**config.mk**
```make
export PLATFORM = sky130hd
export DESIGN_NAME = serial_read_sequencer
export DESIGN_NICKNAME = d
export VERILOG_FILES = /design/src/rtl/serial_pkg.sv /design/src/rtl/serial_read_sequencer_fifo.sv /design/src/rtl/serial_read_sequencer.sv
export SDC_FILE = /design/constraint.sdc
export NUM_CORES = 1
export LEC_CHECK = 0
export ABC_AREA = 1
export CAP_MARGIN = 5
export CORE_UTILIZATION = 60
export DETAILED_ROUTE_END_ITERATION = 10
export PLACE_DENSITY = 0.89
export SKIP_CTS_REPAIR_TIMING = 1
export SLEW_MARGIN = 10
export SYNTH_ARGS = -nofsm -noshare
export SYNTH_HDL_FRONTEND = slang
export SYNTH_SLANG_ARGS = --single-unit
```
**constraint.sdc**
```tcl
create_clock -name sys_clk -period 5.65 [get_ports sys_clk]
set_input_delay 1.695 -clock sys_clk [delete_from_list [all_inputs] [get_ports sys_clk]]
set_output_delay 1.695 -clock sys_clk [all_outputs]
set_load 0.02 [all_outputs]
```
**src/rtl/serial_pkg.sv**
```systemverilog
// Shared types and helpers for the serial read sequencer: FSM encoding,
// bit-count width derivation and the word_bits clamp rule.
package serial_pkg;

  localparam int unsigned BUF_SIZE_DEF   = 8;
  localparam int unsigned FIFO_DEPTH_DEF = 4;

  typedef enum logic [2:0] {
    IDLE,
    ARM,
    SETTLE,
    WAIT,
    CAPTURE,
    FLUSH
  } state_e;

  function automatic int unsigned count_size(input int unsigned buf_size);
    return $clog2(buf_size + 1);
  endfunction

  // A zero request still reads one bit; oversize requests saturate at the buffer width.
  function automatic int unsigned clamp_bits(input int unsigned bits, input int unsigned max_bits);
    if (bits == 0) return 1;
    if (bits > max_bits) return max_bits;
    return bits;
  endfunction

endpackage

```
**src/rtl/serial_read_sequencer_fifo.sv**
```systemverilog
// Small synchronous FIFO; pointers carry an extra MSB to tell full from empty.
module sync_fifo #(
  parameter int unsigned WIDTH = 9,
  parameter int unsigned DEPTH = 4
) (
  input  logic             clk,
  input  logic             rst,
  input  logic             push,
  input  logic             pop,
  input  logic [WIDTH-1:0] din,
  output logic [WIDTH-1:0] dout,
  output logic             full,
  output logic             empty
);

  localparam int unsigned AW = $clog2(DEPTH);
  localparam int unsigned PW = AW + 1;

  logic [WIDTH-1:0] mem_q [DEPTH];
  logic [WIDTH-1:0] mem_d [DEPTH];
  logic [PW-1:0]    wr_ptr_q, wr_ptr_d;
  logic [PW-1:0]    rd_ptr_q, rd_ptr_d;
  logic             do_push, do_pop;

  // A push into a full FIFO is accepted when the same cycle pops the head.
  always_comb begin
    empty    = (wr_ptr_q == rd_ptr_q);
    full     = (wr_ptr_q[AW] != rd_ptr_q[AW]) && (wr_ptr_q[AW-1:0] == rd_ptr_q[AW-1:0]);
    do_pop   = pop && !empty;
    do_push  = push && (!full || do_pop);
    mem_d    = mem_q;
    wr_ptr_d = wr_ptr_q;
    rd_ptr_d = rd_ptr_q;
    if (do_push) begin
      mem_d[wr_ptr_q[AW-1:0]] = din;
      wr_ptr_d                = wr_ptr_q + PW'(1);
    end
    if (do_pop) begin
      rd_ptr_d = rd_ptr_q + PW'(1);
    end
    dout = empty ? '0 : mem_q[rd_ptr_q[AW-1:0]];
  end

  always_ff @(posedge clk or posedge rst) begin
    if (rst) begin
      wr_ptr_q <= '0;
      rd_ptr_q <= '0;
      mem_q    <= '{default: '0};
    end else begin
      wr_ptr_q <= wr_ptr_d;
      rd_ptr_q <= rd_ptr_d;
      mem_q    <= mem_d;
    end
  end

endmodule

```
**src/rtl/serial_read_sequencer.sv**
```systemverilog
// Re-arms the serial read buffer word after word during a frame, stages each
// completed word and pushes it into an output FIFO with a last-word marker.
module serial_read_sequencer
  import serial_pkg::*;
#(
  parameter int unsigned BUF_SIZE   = BUF_SIZE_DEF,
  parameter int unsigned COUNT_SIZE = count_size(BUF_SIZE),
  parameter int unsigned FIFO_DEPTH = FIFO_DEPTH_DEF
) (
  input  logic                  sys_clk,
  input  logic                  rst,
  input  logic                  frame_active,
  input  logic [COUNT_SIZE-1:0] word_bits,
  output logic                  buf_start,
  output logic [COUNT_SIZE-1:0] buf_read_count,
  output logic                  buf_abort,
  input  logic [BUF_SIZE-1:0]   buf_data,
  input  logic                  buf_done,
  output logic [BUF_SIZE-1:0]   out_data,
  output logic                  out_last,
  output logic                  out_valid,
  input  logic                  out_ready,
  output logic                  overflow,
  output logic                  partial_drop
);

  state_e                state_q, state_d;
  logic [COUNT_SIZE-1:0] rc_q, rc_d;
  logic [BUF_SIZE-1:0]   cap_q, cap_d;
  logic [BUF_SIZE-1:0]   stage_q, stage_d;
  logic                  stage_full_q, stage_full_d;
  logic                  start_q, start_d;
  logic                  abort_q, abort_d;
  logic                  pdrop_q, pdrop_d;
  logic                  ovf_q, ovf_d;
  logic                  rearm_ok_q, rearm_ok_d;
  logic [BUF_SIZE-1:0]   cap_mask;

  logic                  fifo_push, fifo_pop, fifo_full, fifo_empty;
  logic [BUF_SIZE:0]     fifo_din, fifo_dout;

  assign fifo_pop = !fifo_empty && out_ready;

  always_comb begin
    for (int i = 0; i < BUF_SIZE; i++) begin
      cap_mask[i] = (32'(rc_q) > 32'(i));
    end
  end

  // Next-state, staging and FIFO-push decisions.
  always_comb begin
    state_d      = state_q;
    rc_d         = rc_q;
    cap_d        = cap_q;
    stage_d      = stage_q;
    stage_full_d = stage_full_q;
    abort_d      = 1'b0;
    pdrop_d      = 1'b0;
    fifo_push    = 1'b0;
    fifo_din     = '0;
    // After reset a frame may only start once frame_active has been seen low.
    rearm_ok_d   = rearm_ok_q || !frame_active;

    case (state_q)
      IDLE:   if (frame_active && rearm_ok_q) state_d = ARM;
      ARM:    state_d = SETTLE;
      SETTLE: state_d = WAIT;
      WAIT: begin
        if (!frame_active) begin
          abort_d = 1'b1;
          pdrop_d = 1'b1;
          state_d = FLUSH;
        end else if (buf_done) begin
          cap_d   = buf_data & cap_mask;
          state_d = CAPTURE;
        end
      end
      CAPTURE: begin
        if (stage_full_q) begin
          fifo_push = 1'b1;
          fifo_din  = {1'b0, stage_q};
        end
        stage_d      = cap_q;
        stage_full_d = 1'b1;
        state_d      = frame_active ? ARM : FLUSH;
      end
      FLUSH: begin
        if (stage_full_q) begin
          fifo_push    = 1'b1;
          fifo_din     = {1'b1, stage_q};
          stage_full_d = 1'b0;
        end
        state_d = IDLE;
      end
      default: state_d = IDLE;
    endcase

    start_d = (state_d == ARM);
    if (state_d == ARM) begin
      rc_d = COUNT_SIZE'(clamp_bits(32'(word_bits), BUF_SIZE));
    end
    ovf_d = ovf_q || (fifo_push && fifo_full && !fifo_pop);
  end

  always_ff @(posedge sys_clk or posedge rst) begin
    if (rst) begin
      state_q      <= IDLE;
      rc_q         <= '0;
      cap_q        <= '0;
      stage_q      <= '0;
      stage_full_q <= 1'b0;
      start_q      <= 1'b0;
      abort_q      <= 1'b0;
      pdrop_q      <= 1'b0;
      ovf_q        <= 1'b0;
      rearm_ok_q   <= 1'b0;
    end else begin
      state_q      <= state_d;
      rc_q         <= rc_d;
      cap_q        <= cap_d;
      stage_q      <= stage_d;
      stage_full_q <= stage_full_d;
      start_q      <= start_d;
      abort_q      <= abort_d;
      pdrop_q      <= pdrop_d;
      ovf_q        <= ovf_d;
      rearm_ok_q   <= rearm_ok_d;
    end
  end

  sync_fifo #(
    .WIDTH (BUF_SIZE + 1),
    .DEPTH (FIFO_DEPTH)
  ) u_fifo (
    .clk   (sys_clk),
    .rst   (rst),
    .push  (fifo_push),
    .pop   (fifo_pop),
    .din   (fifo_din),
    .dout  (fifo_dout),
    .full  (fifo_full),
    .empty (fifo_empty)
  );

  assign buf_start      = start_q;
  assign buf_read_count = rc_q;
  assign buf_abort      = abort_q;
  assign partial_drop   = pdrop_q;
  assign overflow       = ovf_q;
  assign out_data       = fifo_dout[BUF_SIZE-1:0];
  assign out_last       = fifo_dout[BUF_SIZE];
  assign out_valid      = !fifo_empty;

endmodule
```
# After elaboration in Yosys (flattened, before gate mapping)
# Cells that the tools add are included.
word_totals:
  word_cells: 90
  in_bits: 17
  out_inout_bits: 18
  reg_bits: 70
op_classes:
  eq_ne: 9
  bitwise: 3
  n_addsub: 2
  magnitude_cmp: 12
  mux: 29
  reduce_logical: 20
op_table:
  columns: ["op", "n"]
  rows:
  - ["two-way mux 9 bit", 5]
  - ["bitwise mux 36 bit", 1]
  - ["binary-select mux 9 bit (select 2 bit)", 1]
  - ["demux 9 bit (select 2 bit)", 1]
  - ["one-hot mux 9 bit (2 select lines)", 1]
  - ["> comparator 4 x 3 -> 1 bit, second input constant", 4]
  - ["one-hot mux 3 bit (5 select lines)", 1]
  - ["two-way mux 3 bit", 4]
  - ["two-way mux 4 bit", 3]
  - ["two-way mux 1 bit", 10]
  - ["AND 8 bit", 1]
  - ["> comparator 4 x 1 -> 1 bit, second input constant", 2]
  - ["> comparator 4 x 2 -> 1 bit, second input constant", 2]
  - ["logical AND 1 bit", 8]
  - ["two-way mux 8 bit", 1]
  - ["adder 3 x 1 -> 3 bit, second input constant", 2]
  - ["== test 3 x 1 -> 1 bit, second input constant", 2]
  - ["== test 3 x 2 -> 1 bit, second input constant", 2]
  - ["== test 3 bit, second input constant", 2]
  - ["greater-or-equal comparator 3 bit, second input constant", 2]
  - ["inverter 2 -> 3 bit", 2]
  - ["> comparator 4 bit, second input constant", 1]
  - ["zero test 1 bit", 4]
  - ["zero test 4 bit", 1]
  - ["other kinds (10)", 12]

# Logic depth before layout (Yosys ltp)
logic_depth:
  word_depth: 9
  mapped_depth: 9
  depth_no_buf: 8

# By module
# Synthesis repeated with hierarchy kept, for this count alone.
hier_totals:
  cells_unflattened: 439
  hier_area_um2: 3588.4
by_module_without_submodules:
  columns: ["module", "area_per_inst_um2", "cells_each", "instances", "seq_area_each_um2"]
  rows:
  - ["sync_fifo", 2240.9, 279, 1, 1051.0]
  - ["serial_read_sequencer", 1347.5, 160, 1, 700.7]

# Least setup slack after synthesis
# No wires, ideal clock.
synth_timing:
  path_kind: "register to output"
  from: "reg u_fifo.wr_ptr_q[0]"
  to: "out out_data[0]"
  required_ns: 3.955
  stages_incl_launch_ff: 9
  path_slack_ns: 2.701
  t_arrival_ns: 1.254
  n_path_buf: 1
  path_cell_list: "dfrtp_1 inv_1 nand2_1 nand2_1 nor2_4 nand2_1 buf_2 nand2_1 inv_1"
synth_between:
  elab_chain_cells: 2
synth_rtl:
  columns: ["element", "line_no", "source"]
  rows:
  - ["start, declared", "serial_read_sequencer_fifo.sv:21", "logic [PW-1:0] wr_ptr_q, wr_ptr_d;"]
  - ["start signal, assigned", "serial_read_sequencer_fifo.sv:50", "wr_ptr_q <= wr_ptr_d;"]
  - ["== test 3 bit", "serial_read_sequencer_fifo.sv:27", "empty = (wr_ptr_q == rd_ptr_q);"]
  - ["two-way mux 9 bit", "serial_read_sequencer_fifo.sv:41", "dout = empty ? '0 : mem_q[rd_ptr_q[AW-1:0]];"]
  - ["end, declared", "serial_read_sequencer.sv:19", "output logic [BUF_SIZE-1:0] out_data,"]
# No other way between the ends.

# Worst setup path in the final report
layout_timing:
  from: "reg u_fifo.rd_ptr_q[0]"
  to: "out out_data[6]"
layout_between:
  elab_chain_cells: 5
  word_cells_on_any_way: 6
  classes_between: "1 x eq/ne; 4 x mux; 1 x bitwise"
layout_rtl:
  columns: ["element", "line_no", "source"]
  rows:
  - ["start, declared", "serial_read_sequencer_fifo.sv:22", "logic [PW-1:0] rd_ptr_q, rd_ptr_d;"]
  - ["start signal, assigned", "serial_read_sequencer_fifo.sv:51", "rd_ptr_q <= rd_ptr_d;"]
  - ["inverter 2 -> 3 bit (not written as such)", "serial_read_sequencer_fifo.sv:41", null]
  - ["binary-select mux 9 bit (select 2 bit)", "serial_read_sequencer_fifo.sv:41", null]
  - ["two-way mux 9 bit (not written as such) (2 in a row)", "serial_read_sequencer_fifo.sv:41", null]
  - ["two-way mux 9 bit *", "serial_read_sequencer_fifo.sv:41", null]
# Every way passes the cells marked *; elsewhere a longest branch is shown, timed or not. The select of a mux whose other input is x is not followed.

==> results.md <==
* Initial Utilization at 63.1%
* Pwr dens at 537 nW/µm²
* Crit. End Element: output port
* Pwr Total at 2.13 mW
* Pre-CTS WS at 1480 ps
* Drt pass-1 iters at 5
* Post-route setup slack at 1040 ps
* Die Area at 6180 µm²
* Critical path launch point type: flop
* GP Congestion at 0.861
* Core Region at 5570 µm²
* Initial antenna violation count at 0
* VDD IR max at 0.313 mV
* Max Slew Vio Count at 0
* Clk Latency, worst-skew pair at 330 ps
* Final setup violation count at 0
* Remaining DRCs at 0
* # rows at 27
* Minimum clock period at 4610 ps
* Die Y at 78.6 µm
* Ant. Diodes at 0
* FF-to-FF path depth at 8
* Worst Setup SP: u_fifo.rd_ptr_q[0]
* Clock Tree Root: clkbuf_8
* Vias in the first global route at 2,824
* I/O Buffers at 34
* Post-DP HPWL at 4950 µm
* Grt total ovfl at 0
* 1st-iter DRT viols at 335
* Largest net degree at the start of global routing at 50
* Die Wd at 78.6 µm
* Clock transition at path regs at 70 ps
* Leakage power at 2.07 nW
* Syn Nets at 435
* Wire length per cell at 14.2 µm
* Max-slew headroom at 34.0%
* TritonCTS Buffers at 9
* Commonest cells after routing, fill and taps aside: nand2_1, dfrtp_1, nand4_1
* Post-Syn Area at 3520 µm²
* DRT Wirelength at 7320 µm
* Worst Hold Launch: u_fifo.mem_q[11]
* Crit Path Category: flop to output port
* Layout Nets at 460
* Top Ports at 35
* Total Routing Usage GR at 26.4%
* Min Hold Slack at 469 ps
* Synth unique cells at 31
* Clock Path Buffers at 2
* Final Skew at 10.4 ps
* WP data required at 3950 ps
* Crit path DAT at 2920 ps
* Yosys warnings at 0
* Number of max-cap violations at 0
* Number of synthesized register bits at 70
* Max Fclk at 217 MHz
* CTS tree: built
* Area grow syn2layout at 12.4%
* Syn_area_per_cell at 8.52 µm²
* Hold Fails Final Rpt at 0
* Post-route design area at 3960 µm²
* Outcome: finished clean
* First-pass GRT wire length at 12,600 µm
* Fin crit share at 81.6%
* Placed Area at 3790 µm²
* Hold Crit Class: flop to flop
* Reg2reg start: u_fifo.rd_ptr_q[0]
* Slew @ Worst Pin at 988 ps
* CTS sink cnt at 70
* Hold Path Cell Cnt at 2
* Share of layout cells above drive strength 1 at 9.95%
* Cell count after synthesis at 413
* H-tree depth at 3
* Worst-path fanout max at 22
* Vias per cell at 5.72
* Commonest non-fill, non-tap cell in the layout: nand2_1
* Post-route ant nets at 0
* RSZ-0062 raised after global routing: no
* Via count at 2,942
* Sequential share of the synthesized area at 49.8%
* Setup TNS at 0 ps
## area by class of cell
class | instances | area (µm²)
tap | 72 | 90.1
inverter | 36 | 135
fill | 442 | 1620
timing repair buffer | 36 | 355
clock inverter | 1 | 5.00
multi-input combinational | 285 | 1460
sequential | 70 | 1750
clock buffer | 14 | 163
## kinds of logic (layout without fill, tap and decap cells)
group / after synthesis / count (layout) / share of synthesized area, %
AO/OA/AOI/OAI: 48 / 48 / 7.79
XOR/XNOR: 1 / 1 / 0.249
adder cells (fa/ha/maj): 5 / 5 / 1.78
buffers and inverters: 58 / 87 / 8.89
flip-flops: 70 / 70 / 49.8
multiplexers: 2 / 2 / 0.640
AND/OR/NAND/NOR: 229 / 229 / 30.9
## path summary, 6_finish.rpt
path | to | slack, ps
max | out_data[6] | 1040
min | u_fifo.mem_q[11] | 470
max reg2reg | u_fifo.mem_q[0] | 3210
min reg2reg | u_fifo.mem_q[11] | 470
max in group asynchronous | u_fifo.mem_q[21] | 2880
min in group asynchronous | rearm_ok_q | 1910
## flip-flops by register name, indices dropped and copies added (netlist names)
register / cells
rearm_ok_q: 1
stage_q: 8
buf_start: 1
partial_drop: 1
stage_full_q: 1
overflow: 1
u_fifo.mem_q: 36
buf_read_count: 4
cap_q: 8
u_fifo.rd_ptr_q: 3
state_q: 3
u_fifo.wr_ptr_q: 3
## synthesized netlist by cell type
master    number  area share (%)
buf_12         1            0.57
nand4_1       41             7.3
buf_1          5            0.53
buf_6          9             2.9
nand3_4        1            0.50
nand3_2        5             1.4
a31o_2         1            0.25
nand2_4        2            0.64
inv_1         32             3.4
mux2_2         2            0.64
o22ai_1       10             1.8
nor2_8         1            0.57
nand2_1      134              14
nand3b_2       1            0.32
buf_4          1            0.21
nor2_1        24             2.6
or2_2          2            0.36
a21oi_1        2            0.28
o211ai_1       1            0.21
nor2_4         1            0.32
and3_1         1            0.18
o21ai_2        4             1.0
ha_1           5             1.8
xnor2_1        1            0.25
buf_2          6            0.85
nand3_1       11             1.6
nand2_2        3            0.53
dfrtp_1       70              50
o21ai_0       30             4.3
inv_2          4            0.43
nor2_2         2            0.36
## worst max-delay path, cell delays in order, from the launching register on
cell	delay, ps
dfrtp_1	750
inv_1	420
nand2_1	150
nand2_1	100
nor2_4	140
nand2_1	280
nand2_1	170
inv_1	50
clkdlybuf4s50_1	520
## per-stage QoR
step / instances / utilization (%)
floorplan: 413 / -
global route: 514 / 71.0
detailed placement: 499 / 67.9
global placement: 499 / 67.9
CTS: 514 / 71.0
finish: 514 / 71.0
## where the power goes
| group | switching (mW) | internal [mW] |
|---|---|---|
| Combinational | 0.571 | 0.356 |
| Clock | 0.171 | 0.181 |
| Sequential | 0.181 | 0.665 |
## routing by layer
metal | track usage [%] | vias up | share of wire (%)
met1 | 33.8 | 1382 | 43
met5 | 0 | - | 0
met2 | 43.3 | 137 | 48
li1 | - | 1408 | -
met4 | 12.0 | 0 | 1.8
met3 | 5.12 | 15 | 6.4
No activity file was read; power rests on OpenSTA's default activity.
